## config.mk

```make
export PLATFORM = sky130hd
export DESIGN_NAME = fp_normalize_pack
export DESIGN_NICKNAME = d
export VERILOG_FILES = /design/src/rtl/fp_normalize_pack.sv
export SDC_FILE = /design/constraint.sdc
export NUM_CORES = 1
export LEC_CHECK = 0
export BUFFER_PORTS_ARGS = -buffer_cell sky130_fd_sc_hd__buf_2
export CORE_UTILIZATION = 58
export DETAILED_ROUTE_END_ITERATION = 6
export GPL_TIMING_DRIVEN = 0
export HOLD_SLACK_MARGIN = 0.05
export PLACE_DENSITY = 0.86
export SLEW_MARGIN = 20
export SYNTH_ARGS = -nofsm -noshare
export SYNTH_HDL_FRONTEND = slang
export SYNTH_SLANG_ARGS = --single-unit
```

## constraint.sdc

```tcl
create_clock -name clk -period 3.42 [get_ports clk]
set_input_delay 0.342 -clock clk [delete_from_list [all_inputs] [get_ports clk]]
set_output_delay 0.342 -clock clk [all_outputs]
set_load 0.02 [all_outputs]
```

## src/rtl/fp_normalize_pack.sv

```systemverilog
// ---------------------------------------------------------------------------
// fp_normalize_pack
//
// Normalizes an unnormalized single-precision mantissa coming from the ALU
// and packs it into an IEEE-754 word {sign, exponent[7:0], fraction[22:0]}.
// Normalization is a one-bit-per-cycle left shift, so a result with k
// leading zeros needs k SHIFT cycles before it can be packed.
//
// Handshake: a transfer happens on a rising edge where valid && ready are
// both high. in_ready is high only in IDLE while reset is low; out_valid is
// held, with Result and flags stable, until out_ready is seen high.
//
// Build option:
//   FP_NORMALIZE_ROUND_EN  when defined, the bit dropped by the carry
//                          right-shift is rounded to nearest-even; when
//                          undefined it is truncated.
//
// Ports:
//   clk, reset        clock, synchronous active-high reset
//   in_valid/in_ready input handshake
//   alignedResult     24-bit unnormalized mantissa magnitude
//   alignedSign       result sign
//   carryOut          mantissa add carry-out
//   exponentOut       common biased exponent
//   out_valid/out_ready output handshake
//   Result            packed single-precision word
//   overflow, underflow, zero  status for Result (mutually exclusive)
//   fsm_state         current FSM state (0 IDLE, 1 SHIFT, 2 OUT) for debug
// ---------------------------------------------------------------------------
module fp_normalize_pack (
    input  logic        clk,
    input  logic        reset,
    input  logic        in_valid,
    output logic        in_ready,
    input  logic [23:0] alignedResult,
    input  logic        alignedSign,
    input  logic        carryOut,
    input  logic [7:0]  exponentOut,
    output logic        out_valid,
    input  logic        out_ready,
    output logic [31:0] Result,
    output logic        overflow,
    output logic        underflow,
    output logic        zero,
    output logic [1:0]  fsm_state
);

    typedef enum logic [1:0] {
        IDLE  = 2'd0,
        SHIFT = 2'd1,
        OUT   = 2'd2
    } state_t;

    state_t      state;
    logic [23:0] mant_q;
    logic [7:0]  exp_q;
    logic        sign_q;

    logic        accept;
    logic [23:0] carry_mant;
    logic [8:0]  carry_exp;
    logic        carry_ovf;

    assign in_ready  = (state == IDLE) && !reset;
    assign accept    = in_valid && in_ready;
    assign fsm_state = state;

    // Carry case: the implicit one moves to bit 24, so the mantissa is
    // shifted right by one and the exponent bumped. The exponent is kept
    // 9 bits wide so an exponentOut of 8'hFF saturates to overflow instead
    // of wrapping to zero.
    always_comb begin
        carry_mant = {1'b1, alignedResult[23:1]};
        carry_exp  = {1'b0, exponentOut} + 9'd1;
`ifdef FP_NORMALIZE_ROUND_EN
        // Round to nearest-even on the single dropped bit: a tie rounds up
        // only when the kept LSB is odd.
        if (alignedResult[0] && alignedResult[1]) begin
            if (&carry_mant) begin
                carry_mant = 24'h800000;
                carry_exp  = carry_exp + 9'd1;
            end else begin
                carry_mant = carry_mant + 24'd1;
            end
        end
`endif
    end

    assign carry_ovf = (carry_exp >= 9'd255);

    always_ff @(posedge clk) begin
        if (reset) begin
            state     <= IDLE;
            out_valid <= 1'b0;
            Result    <= 32'h0;
            overflow  <= 1'b0;
            underflow <= 1'b0;
            zero      <= 1'b0;
            mant_q    <= 24'h0;
            exp_q     <= 8'h0;
            sign_q    <= 1'b0;
        end else begin
            case (state)
                IDLE: begin
                    if (accept) begin
                        sign_q    <= alignedSign;
                        overflow  <= 1'b0;
                        underflow <= 1'b0;
                        zero      <= 1'b0;
                        if (alignedResult == 24'h0 && !carryOut) begin
                            Result    <= {alignedSign, 31'h0};
                            zero      <= 1'b1;
                            out_valid <= 1'b1;
                            state     <= OUT;
                        end else if (carryOut) begin
                            if (carry_ovf) begin
                                Result    <= {alignedSign, 8'hFF, 23'h0};
                                overflow  <= 1'b1;
                                out_valid <= 1'b1;
                                state     <= OUT;
                            end else begin
                                mant_q <= carry_mant;
                                exp_q  <= carry_exp[7:0];
                                state  <= SHIFT;
                            end
                        end else begin
                            mant_q <= alignedResult;
                            exp_q  <= exponentOut;
                            state  <= SHIFT;
                        end
                    end
                end

                SHIFT: begin
                    if (mant_q[23]) begin
                        Result    <= {sign_q, exp_q, mant_q[22:0]};
                        out_valid <= 1'b1;
                        state     <= OUT;
                    end else if (exp_q > 8'd1) begin
                        mant_q <= {mant_q[22:0], 1'b0};
                        exp_q  <= exp_q - 8'd1;
                    end else begin
                        // Exponent exhausted before the leading one reached
                        // bit 23: flush to a signed zero.
                        Result    <= {sign_q, 31'h0};
                        underflow <= 1'b1;
                        out_valid <= 1'b1;
                        state     <= OUT;
                    end
                end

                OUT: begin
                    if (out_ready) begin
                        out_valid <= 1'b0;
                        state     <= IDLE;
                    end
                end

                default: begin
                    out_valid <= 1'b0;
                    state     <= IDLE;
                end
            endcase
        end
    end

endmodule
```

==> flow_summary.yaml, run 1 <==
outcome:
  status: "complete, no violations"
logic_synthesis:
  async_set_or_reset_flop_fraction_in_the_synthesized_netlist_pct: 0
  combinational_family_with_the_most_area_after_synthesis: "compound AO/OA/AOI/OAI gates"
  ys_warn_count: 0
  synth.lib_cells_used.distinct: 56
  number_of_enable_flip_flop_cells_after_synthesis: 0
  synth_commonest_cells: "71 x dfxtp_1, 46 x nor2_1, 32 x nor3_1, 23 x a22o_1"
  synth-xor-area-share_pct: 1.50
  post_synth_net_total: 425
  ys_top_cells_by_area: "dfxtp_1 41%, mux2_2 7.1%, a22o_1 5.8%, a221oi_1 5.5%, nor2_1 4.9%"
  synth-simple-area-share_pct: 18.6
  postSynthRegisterBits: 71
  yosys.cell_count.top_type: "dfxtp_1"
  seq_area_frac_synth_pct: 40.7
  synth_compound_gate_area_share_pct: 24.3
  yosys.area_share.adder_pct: 1.43
  post_synth.cell_area_avg_um2: 9.13
  syn_inst: 383
  muxShareOfSynthArea_pct: 7.37
  netlist_area_mm2: 0.00350
  synth_largest_area_cell: "dfxtp_1"
  synthFlopType: "dfxtp_1"
  synth_top_area_share_pct: 40.7
power_and_ir_drop:
  leakage_nw: 1.76
  pwr_density_cell_mw_per_mm2: 539
  irDropWorstVdd_mv: 0.338
floorplanning:
  floorplan.initialDensity_pct: 62.0
  design.die.area_mm2: 0.00634
  core_area_mm2: 0.00564
  std_cell_rows: 27
  chip_height_um: 79.6
  floorplan.die.width_um: 79.6
  floorplan.io_pins: 77
detailed_routing:
  ant_nets: 0
  via_per_inst: 6.41
  vias: 3500
  drt-initial-drc-count: 228
  drt-total-wl_um: 9690
  route.detailed.drc: 0
  routed_wl_per_cell_um: 17.7
  drt-pass1-iter-count: 5
timing:
  timing.final.max_slew_violations: 0
  min_period_ns: 2.50
  transition_time_of_the_tightest_slew_check_pin_ns: 0.614
  worst_clock_skew_ns: 0.00703
  setup-violations-final: 0
  slew-limit-headroom_pct: 59.1
  fin_setup_tns_ns: 0
  final_hold_vio_count: 0
  fmax_mhz: 400
  rsz_0062_raised_after_global_routing: "no"
  final_min_period_over_clock_period_pct: 73.1
job:
  cap_violations: 0
clock_tree:
  clkLatencyLatePin_ns: 0.35
  cts_num_sinks: 71
  tritoncts: "built"
  cts-root-buf: "clkbuf_8"
  cts.repair_timing.setup_buffer_count: 0
  cts_buffers: 9
  post_cts_hold_buffer_count: 0
  post_cts_resize_count: 0
  clock_path_buffers: 2
  htree_levels: 3
  clkTransAtPathRegs_ns: 0.07
global_route:
  grt_antenna_before_repair: 0
  grt_start_max_net_pins: 13
  global_route_wire_length_before_repair_um: 15500
  grt_overflow_total: 0
  grt_util_all_layers_pct: 31.8
  first_global_vias: 3149
critical_path:
  crit_arrival_ns: 2.76
  worst_path_dominant_cell_family: "simple AND/OR/NAND/NOR gates"
  critical_path_cell_count: 7
  biggest_fanout_along_the_worst_timing_path: 10
  crit_path_top_delay_cell: "dfxtp_1"
  reg2reg_end: "mant_q[5]$_SDFFE_PP0P_"
  critPathKind: "reg -> reg"
  worstSetupStartpoint: "exp_q[0]$_SDFFE_PP0P_"
  cpPeakStageDelay_ns: 0.50
  worst-path-buf-inv: 2
  setup.worst_path.start_class: "flop"
  crit-reg2reg-launch: "exp_q[0]$_SDFFE_PP0P_"
  crit_path_end: "mant_q[5]$_SDFFE_PP0P_"
  worst_r2r_path_depth: 7
  cp_data_required_time_ns: 3.68
  end_kind: "flop"
  crit_chain: "inv_1 -> ha_1 -> o211a_1 -> nor2_1 -> clkbuf_1 -> a221oi_1 -> nor3_1"
  reg2reg_setup_slack_ns: 0.92
final_layout:
  sequential_cell_area_mm2: 0.00142
  multiInputGateArea_mm2: 0.00186
  n_fill_cell: 406
  areaGrowthSynthToFinish_pct: 20.8
  post_layout_nonfiller_instances: 546
  nNetsFinal: 511
  antenna_cells: 0
  layout-drive-gt1-share_pct: 28.7
place:
  placed_cells_incl_taps: 530
  port-buffer-count: 75
  hpwlAfterDp_um: 6790
  gpl.final_weighted_congestion: 0.931
worst_hold_path:
  timing.hold.worst.class: "in -> reg"
  hold_path.startpoint: "alignedSign"
[worst min-delay path, cell delays in order]
cell,delay (ns)
buf_2,0.11
nand2_1,0.05
nand2_1,0.06
[worst min-delay path by stage]
stage                                       end  slack [ns]  cells after the start
after floorplan             sign_q$_SDFFE_PP0P_        0.43                      2
after global placement      sign_q$_SDFFE_PP0P_        0.45                      2
after detailed placement  overflow$_SDFFE_PP0P_        0.45                      2
after CTS                   sign_q$_SDFFE_PP0P_        0.23                      3
after global routing        sign_q$_SDFFE_PP0P_        0.26                      3
final                       sign_q$_SDFFE_PP0P_        0.24                      3
[registers in the layout, indices dropped and copies added, names as in the netlist]
| signal | count |
|---|---|
| sign_q | 1 |
| overflow | 1 |
| out_valid | 1 |
| zero | 1 |
| underflow | 1 |
| fsm_state | 2 |
| mant_q | 24 |
| exp_q | 8 |
| Result | 32 |
[layout make-up]
cell class,count,share of cell area [%]
clock inverter,6,3.14
inverter,4,0.356
sequential,71,33.7
tap,72,2.13
timing repair buffer,75,8.89
clock buffer,10,3.02
buffer,32,4.74
multi-input combinational,276,44.0
[per-layer routing]
metal | wire length (um) | track usage [%] | vias up | share of wire [%]
li1 | - | - | 1626 | -
met5 | 0 | 0 | - | 0
met2 | 4440 | 49.5 | 183 | 46
met3 | 746 | 5.60 | 27 | 7.7
met1 | 4240 | 42.5 | 1664 | 44
met4 | 256 | 15.3 | 0 | 2.6
[kinds of logic after synthesis]
family | Yosys count
adders and majority gates | 4
muxes | 23
xor gates and xnor gates | 6
buffers and inverters | 36
AOI/OAI and AO/OA | 109
and+or+nand+nor | 134
DFF | 71
[where the power goes]
part / switching, mW / internal [mW] / total (mW) / leakage (nW)
Clock: 0.331 / 0.557 / 0.888 / 0.126
Combinational: 0.263 / 0.175 / 0.438 / 1.05
Sequential: 0.0596 / 0.888 / 0.947 / 0.579
[metrics by stage]
step	util, %	cell area [um2]	setup WS (ns)	hold WS [ns]	power (mW)
after floorplan	-	3500	1.40	0.434	1.25
after global placement	70.2	3960	1.05	0.445	1.37
after detailed placement	70.2	3960	0.987	0.451	1.39
after CTS	74.8	4220	1.01	0.230	2.26
after global routing	74.8	4220	0.809	0.260	2.35
final	74.8	4220	0.920	0.242	2.27
[cell usage in the layout (no fill, tap or decap), types with 2 or more instances in the layout]
master	instances
a211oi_1	11
a21oi_1	17
a221oi_1	22
a22o_1	23
a31o_1	2
a31o_2	2
a31oi_1	2
a32o_1	4
and2_1	3
and3_1	4
buf_1	2
buf_2	81
buf_6	4
buf_8	2
bufinv_16	4
clkbuf_1	17
clkbuf_8	9
dfxtp_1	71
ha_1	4
inv_1	4
mux2_2	22
nand2_1	20
nand2b_1	2
nand3_1	5
nand4_1	4
nor2_1	46
nor3_1	32
nor4_1	7
o211a_1	2
o21ai_0	9
o21ai_1	2
or2_2	2
or3_1	2
xnor2_1	3
xor2_1	3
(Power assumes the default switching activity.)
==> inputs of run 2 (changes only) <==
--- a/config.mk
+++ b/config.mk
@@ -5,12 +5,13 @@
 export SDC_FILE = /design/constraint.sdc
 export NUM_CORES = 1
 export LEC_CHECK = 0
+export ABC_AREA = 1
 export BUFFER_PORTS_ARGS = -buffer_cell sky130_fd_sc_hd__buf_2
-export CORE_UTILIZATION = 58
+export CORE_UTILIZATION = 50
 export DETAILED_ROUTE_END_ITERATION = 6
 export GPL_TIMING_DRIVEN = 0
 export HOLD_SLACK_MARGIN = 0.05
-export PLACE_DENSITY = 0.86
+export PLACE_DENSITY = 0.78
 export SLEW_MARGIN = 20
 export SYNTH_ARGS = -nofsm -noshare
 export SYNTH_HDL_FRONTEND = slang
==> constraint.sdc (replaced) <==
create_clock -name clk -period 2.3 [get_ports clk]
set_input_delay 0.23 -clock clk [delete_from_list [all_inputs] [get_ports clk]]
set_output_delay 0.23 -clock clk [all_outputs]
set_load 0.02 [all_outputs]
==> run 2 against run 1 <==
  * Via count increased by 27%
  * Synthesized cell count increased by 67%
  * Combinational power increased by 73%
  * Clock skew increased by 0.0012 ns
  * Critical endpoint is now Result[17]$_SDFFE_PP0P_
==> flow_summary.yaml, run 2 <==
logic_synthesis:
  synth-simple-area-share_pct: 34.8
  synthFlopType: "dfxtp_1"
  post_synth_net_total: 681
  synth.lib_cells_used.distinct: 36
  synth_largest_area_cell: "dfxtp_1"
  ys_top_cells_by_area: "dfxtp_1 35%, nand2_1 12%, nor2_1 11%, o21ai_0 7.5%, inv_1 6.5%"
  number_of_enable_flip_flop_cells_after_synthesis: 0
  syn_inst: 639
  postSynthRegisterBits: 71
  yosys.area_share.adder_pct: 1.24
  seq_area_frac_synth_pct: 35.4
  synth_compound_gate_area_share_pct: 16.4
  ys_warn_count: 0
  synth-xor-area-share_pct: 0.871
  post_synth.cell_area_avg_um2: 6.29
  synth_commonest_cells: "131 x nand2_1, 119 x nor2_1, 71 x dfxtp_1, 70 x inv_1, 60 x o21ai_0"
  yosys.cell_count.top_type: "nand2_1"
  synth_top_area_share_pct: 35.4
  combinational_family_with_the_most_area_after_synthesis: "simple AND/OR/NAND/NOR gates"
  netlist_area_mm2: 0.00402
  muxShareOfSynthArea_pct: 0
  async_set_or_reset_flop_fraction_in_the_synthesized_netlist_pct: 0
power_and_ir_drop:
  irDropWorstVdd_mv: 0.451
  leakage_nw: 2.34
  pwr_density_cell_mw_per_mm2: 687
critical_path:
  worstSetupStartpoint: "exp_q[1]$_SDFFE_PP0P_"
  crit_arrival_ns: 2.39
  crit_path_top_delay_cell: "dfxtp_1"
  critPathKind: "reg -> reg"
  setup.worst_path.start_class: "flop"
  crit_path_end: "Result[17]$_SDFFE_PP0P_"
  reg2reg_end: "Result[17]$_SDFFE_PP0P_"
  biggest_fanout_along_the_worst_timing_path: 10
  worst_r2r_path_depth: 14
  cpPeakStageDelay_ns: 0.35
  crit_chain: "inv_2 -> ha_2 -> nor2_1 -> nor3_2 -> nand3_2 -> nand3_4 -> nand2_1 -> inv_2 -> nand2_2 -> nor2_8 -> nand2_4 -> buf_8 -> nand2_1 -> a21oi_2"
  crit-reg2reg-launch: "exp_q[1]$_SDFFE_PP0P_"
  cp_data_required_time_ns: 2.52
  end_kind: "flop"
  reg2reg_setup_slack_ns: 0.13
timing:
  transition_time_of_the_tightest_slew_check_pin_ns: 0.618
  timing.final.ws_setup_ns: 0.127
  setup-violations-final: 0
  min_period_ns: 2.17
  fmax_mhz: 460
  final_hold_vio_count: 0
  timing.final.max_slew_violations: 0
  worst_clock_skew_ns: 0.00818
  hold-worst-slack_ns: 0.168
  fin_setup_tns_ns: 0
  final_min_period_over_clock_period_pct: 94.5
  slew-limit-headroom_pct: 58.8
clock_tree:
  clkLatencyLatePin_ns: 0.35
  cts-root-buf: "clkbuf_8"
  tritoncts: "built"
  htree_levels: 3
  cts_buffers: 9
  clock_path_buffers: 2
  cts_num_sinks: 71
  clkTransAtPathRegs_ns: 0.09
floorplanning:
  chip_height_um: 91.7
  floorplan.io_pins: 77
  floorplan.initialDensity_pct: 51.8
  design.die.area_mm2: 0.00840
  core_area_mm2: 0.00777
  std_cell_rows: 32
  floorplan.die.width_um: 91.7
final_layout:
  antenna_cells: 0
  nNetsFinal: 772
  layout_common_cells: "131 x nand2_1, 119 x nor2_1, 78 x buf_2, 71 x dfxtp_1, 68 x inv_1"
  final_instance_area_mm2: 0.00480
  largest_register_ff_count: 32
  layout.cells.most_common: "nand2_1"
  max_flop_register: "Result"
  reg.largest.list: "Result: 32 flops, mant_q: 24 flops, exp_q: 8 flops"
  layout-drive-gt1-share_pct: 18.2
  areaGrowthSynthToFinish_pct: 19.5
place:
  port-buffer-count: 75
  hpwlAfterDp_um: 8650
  gpl.final_weighted_congestion: 0.896
  place_area_mm2: 0.00452
  pre_cts_slack_ns: -0.00868
global_route:
  grt_util_all_layers_pct: 28.9
  grt_overflow_total: 0
  global_route_wire_length_before_repair_um: 19100
  grt_antenna_before_repair: 0
  first_global_vias: 4180
  grt_start_max_net_pins: 15
detailed_routing:
  drt-total-wl_um: 11500
  vias: 4455
  ant_nets: 0
  route.detailed.drc: 0
  drt-initial-drc-count: 342
  drt-pass1-iter-count: 5
  routed_wl_per_cell_um: 13.8
  via_per_inst: 5.32
job:
  cap_violations: 0
outcome:
  status: "complete, no violations"
worst_hold_path:
  timing.hold.worst.class: "in -> reg"
## run 2: what timing repair did
| item | 4_1_cts | 5_1_grt |
|---|---|---|
| resized for setup | 2 | 3 |
| gates cloned | 0 | 0 |
| pin swaps | 0 | 1 |
| hold endpoints to repair | 0 | 0 |
| setup buffers | 0 | 5 |
| setup endpoints to repair | 12 | 48 |
| hold buffers | 0 | 0 |
## run 2: metrics by stage
stage                     cells  power, mW  util (%)
after global placement      816       2.10      58.2
final                       837       3.30      61.8
after floorplan             639       1.91         -
after detailed placement    816       2.12      58.2
after CTS                   832       3.28      61.2
after global routing        837       3.47      61.8
## run 2: area by class of cell
type	instances	area, um2
clock inverter	7	103
buffer	33	169
clock buffer	9	124
fill	757	2970
sequential	71	1420
inverter	76	285
timing repair buffer	80	413
multi-input combinational	459	2160
tap	102	128
## run 2: power breakdown
group	internal, mW	switching [mW]	total (mW)
Clock	0.626	0.542	1.17
Sequential	1.32	0.0579	1.37
Combinational	0.265	0.492	0.757
Total	2.21	1.09	3.30
## run 2: cells by family (layout without fill, tap and decap cells)
| family | after synthesis | count (layout) |
|---|---|---|
| AOI/OAI and AO/OA | 125 | 125 |
| xor gates and xnor gates | 4 | 4 |
| adders and majority gates | 4 | 4 |
| buffers and inverters | 109 | 205 |
| DFF | 71 | 71 |
| and+or+nand+nor | 326 | 326 |
## run 2: critical path, delay by kind of cell, from the launching register on
family	cells	cell delay [ns]
flip-flops	1	0.35
adder cells (fa/ha/maj)	1	0.24
AND/OR/NAND/NOR	9	1.04
buffers and inverters	3	0.36
AO/OA/AOI/OAI	1	0.05
## run 2: how the worst min path moves through the flow
stage,startpoint,to,depth (start not counted)
floorplan,carryOut,overflow$_SDFFE_PP0P_,2
global placement,sign_q$_SDFFE_PP0P_,sign_q$_SDFFE_PP0P_,2
detailed placement,out_valid$_SDFFE_PP0P_,out_valid$_SDFFE_PP0P_,2
CTS,out_ready,fsm_state[1]$_SDFFE_PP0P_,4
global route,out_ready,fsm_state[1]$_SDFFE_PP0P_,4
finish,out_ready,fsm_state[1]$_SDFFE_PP0P_,4
## run 2: metal layers
layer / routed length, um / global-route usage [%] / vias to the layer above
met3: 752 / 6.47 / 34
met2: 5320 / 50.1 / 170
met5: 0 / 0 / -
met1: 5070 / 35.2 / 2030
met4: 401 / 9.52 / 0
li1: - / - / 2221
==> inputs of run 3 (changes only) <==
--- a/config.mk
+++ b/config.mk
@@ -9,7 +9,6 @@
 export BUFFER_PORTS_ARGS = -buffer_cell sky130_fd_sc_hd__buf_2
 export CORE_UTILIZATION = 50
 export DETAILED_ROUTE_END_ITERATION = 6
-export GPL_TIMING_DRIVEN = 0
 export HOLD_SLACK_MARGIN = 0.05
 export PLACE_DENSITY = 0.78
 export SLEW_MARGIN = 20
==> run 3 against run 2 <==
  * Non-clock buffer count shrank 21
  * Clock skew grew 0.0023 ns
  * Flip-flop and latch count is the same
  * Worst setup slack gained 0.14 ns
  * Register-to-register slack gained 0.14 ns
  * Cell count shrank 2.6%
  * Combinational power shrank 5.4%
  * Maximum frequency grew 6.8%
  * Total power grew 0.19%
  * Via count shrank 4.6%
  * Critical endpoint is now Result[30]$_SDFFE_PP0P_
==> flow_summary.yaml, run 3 (synthesis gave the netlist of run 2 again) <==
timing:
  min_period_ns: 2.03
  slew-limit-headroom_pct: 66.5
  worst_clock_skew_ns: 0.0105
  fmax_mhz: 492
  setup-violations-final: 0
  final_hold_vio_count: 0
  transition_time_of_the_tightest_slew_check_pin_ns: 0.502
  rsz_0062_raised_after_global_routing: "no"
  timing.final.max_slew_violations: 0
  final_min_period_over_clock_period_pct: 88.4
  fin_setup_tns_ns: 0
global_route:
  grt_start_max_net_pins: 53
  first_global_vias: 3986
  grt_util_all_layers_pct: 26.4
  grt_antenna_before_repair: 0
  grt_overflow_total: 0
  global_route_wire_length_before_repair_um: 17900
final_layout:
  layout_common_cells: "131 x nand2_1, 119 x nor2_1, 76 x buf_2, 71 x dfxtp_1, 70 x inv_1"
  largest_register_ff_count: 32
  reg.largest.list: "Result: 32 flops, mant_q: 24 flops, exp_q: 8 flops"
  areaGrowthSynthToFinish_pct: 18.1
  nNetsFinal: 751
  layout-drive-gt1-share_pct: 18.7
  layout.cells.most_common: "nand2_1"
  max_flop_register: "Result"
  post_layout_nonfiller_instances: 815
  antenna_cells: 0
detailed_routing:
  met3_wirelength_um: 517
  via_per_inst: 5.22
  routed_wl_per_cell_um: 12.9
  ant_nets: 0
  drt-pass1-iter-count: 5
  route.layer.met1.wl_um: 4610
  vias: 4251
  route.detailed.drc: 0
  drt-total-wl_um: 10500
  top_signal_layer_used: "met4"
  drt-initial-drc-count: 192
  met2RoutedLength_um: 5250
critical_path:
  cp_data_required_time_ns: 2.58
  worst_r2r_path_depth: 14
  biggest_fanout_along_the_worst_timing_path: 27
  reg2reg_end: "Result[30]$_SDFFE_PP0P_"
  setup.worst_path.start_class: "flop"
  reg2reg_setup_slack_ns: 0.27
  end_kind: "flop"
  crit_arrival_ns: 2.31
  crit-reg2reg-launch: "exp_q[1]$_SDFFE_PP0P_"
  critPathKind: "reg -> reg"
worst_hold_path:
  worst_hold_path.endpoint: "fsm_state[1]$_SDFFE_PP0P_"
  number_of_stages_on_the_worst_hold_path: 4
  hold_path.startpoint: "out_ready"
  timing.hold.worst.class: "in -> reg"
place:
  port-buffer-count: 76
  gpl.final_weighted_congestion: 0.916
  placed_cells_incl_taps: 800
  hpwlAfterDp_um: 7590
clock_tree:
  cts-root-buf: "clkbuf_8"
  cts_buffers: 9
  cts_num_sinks: 71
  clock_path_buffers: 2
  tritoncts: "built"
  htree_levels: 3
  clkLatencyLatePin_ns: 0.35
  clkTransAtPathRegs_ns: 0.08
  post_cts_hold_buffer_count: 0
floorplanning:
  floorplan.io_pins: 77
  chip_height_um: 91.7
  core_area_mm2: 0.00777
  std_cell_rows: 32
  floorplan.initialDensity_pct: 51.8
  floorplan.die.width_um: 91.7
  design.die.area_mm2: 0.00840
power_and_ir_drop:
  leakage_nw: 2.32
  p_clk_share_pct: 36.7
  power_share_of_the_sequential_group_pct: 41.6
  cell_internal_pwr_mw: 2.32
  swShare_pct: 29.8
  comb_power_share_pct: 21.7
  pwr_density_cell_mw_per_mm2: 696
  switching_power_uw: 985
  irDropWorstVdd_mv: 0.329
outcome:
  status: "complete, no violations"
job:
  cap_violations: 0
## run 3: cell types whose count changed in the layout (fill, tap and decap cells not counted), moves of 2 or more
cell,previous run,this run
clkbuf_1,19,0
buf_4,8,15
buf_1,5,0
buf_2,78,76
buf_8,2,0
inv_1,68,70
inv_2,7,5
inv_6,2,0
## run 3: routing by layer
layer / GRT usage, % / up-vias
met1: 31.2 / 1937
met5: 0 / -
met4: 8.60 / 0
met3: 3.90 / 21
li1: - / 2175
met2: 48.5 / 118
## run 3: stage by stage
step	area (um2)	total power [mW]	hold slack, ns	util, %	setup WS, ns
floorplan	4020	1.91	0.398	-	0.323
finish	4750	3.30	0.187	61.1	0.266
global placement	4490	2.09	0.440	57.8	0.226
CTS	4740	3.31	0.184	61.0	0.189
detailed placement	4490	2.10	0.446	57.8	0.182
global route	4750	3.47	0.227	61.1	0.0326
## run 3: how the worst max path moves through the flow
stage	slack, ns	cells past startpoint	startpoint	endpoint
floorplan	0.32	11	fsm_state[1]$_SDFFE_PP0P_	Result[16]$_SDFFE_PP0P_
global placement	0.23	17	exponentOut[0]	exp_q[1]$_SDFFE_PP0P_
detailed placement	0.18	18	exponentOut[0]	mant_q[0]$_SDFFE_PP0P_
CTS	0.19	14	exp_q[1]$_SDFFE_PP0P_	Result[27]$_SDFFE_PP0P_
global route	0.03	14	exp_q[1]$_SDFFE_PP0P_	Result[27]$_SDFFE_PP0P_
finish	0.27	14	exp_q[1]$_SDFFE_PP0P_	Result[30]$_SDFFE_PP0P_
## run 3: worst max-delay path, stage by stage (launching register included)
cell	delay [ns]
dfxtp_1	0.33
inv_1	0.15
ha_2	0.24
nor2_1	0.06
nor3_2	0.13
nand3_1	0.13
nand3_2	0.09
nand2_1	0.06
inv_2	0.06
nand2_2	0.08
nor2_8	0.18
nand2_8	0.16
inv_2	0.15
nor2_1	0.06
nor2_1	0.08
## run 3: timing repair
action / CTS / global route
setup buffers: 0 / 0
resized for setup: 0 / 2
setup endpoints to repair: 0 / 5
## run 3: area by class of cell
cell class / count / area (um2)
Clock buffer: 10 / 138
Clock inverter: 5 / 106
Tap cell: 102 / 128
Multi-Input combinational cell: 459 / 2160
Sequential cell: 71 / 1420
Timing Repair Buffer: 92 / 513
Inverter: 76 / 285
Fill cell: 749 / 3020
## run 3: power groups by stage
stage	Combinational (mW)	Clock (mW)	Sequential (mW)
after floorplan	0.507	0	1.40
after global placement	0.684	0	1.40
after detailed placement	0.700	0	1.40
after CTS	0.705	1.23	1.38
after global routing	0.813	1.27	1.39
final	0.716	1.21	1.38
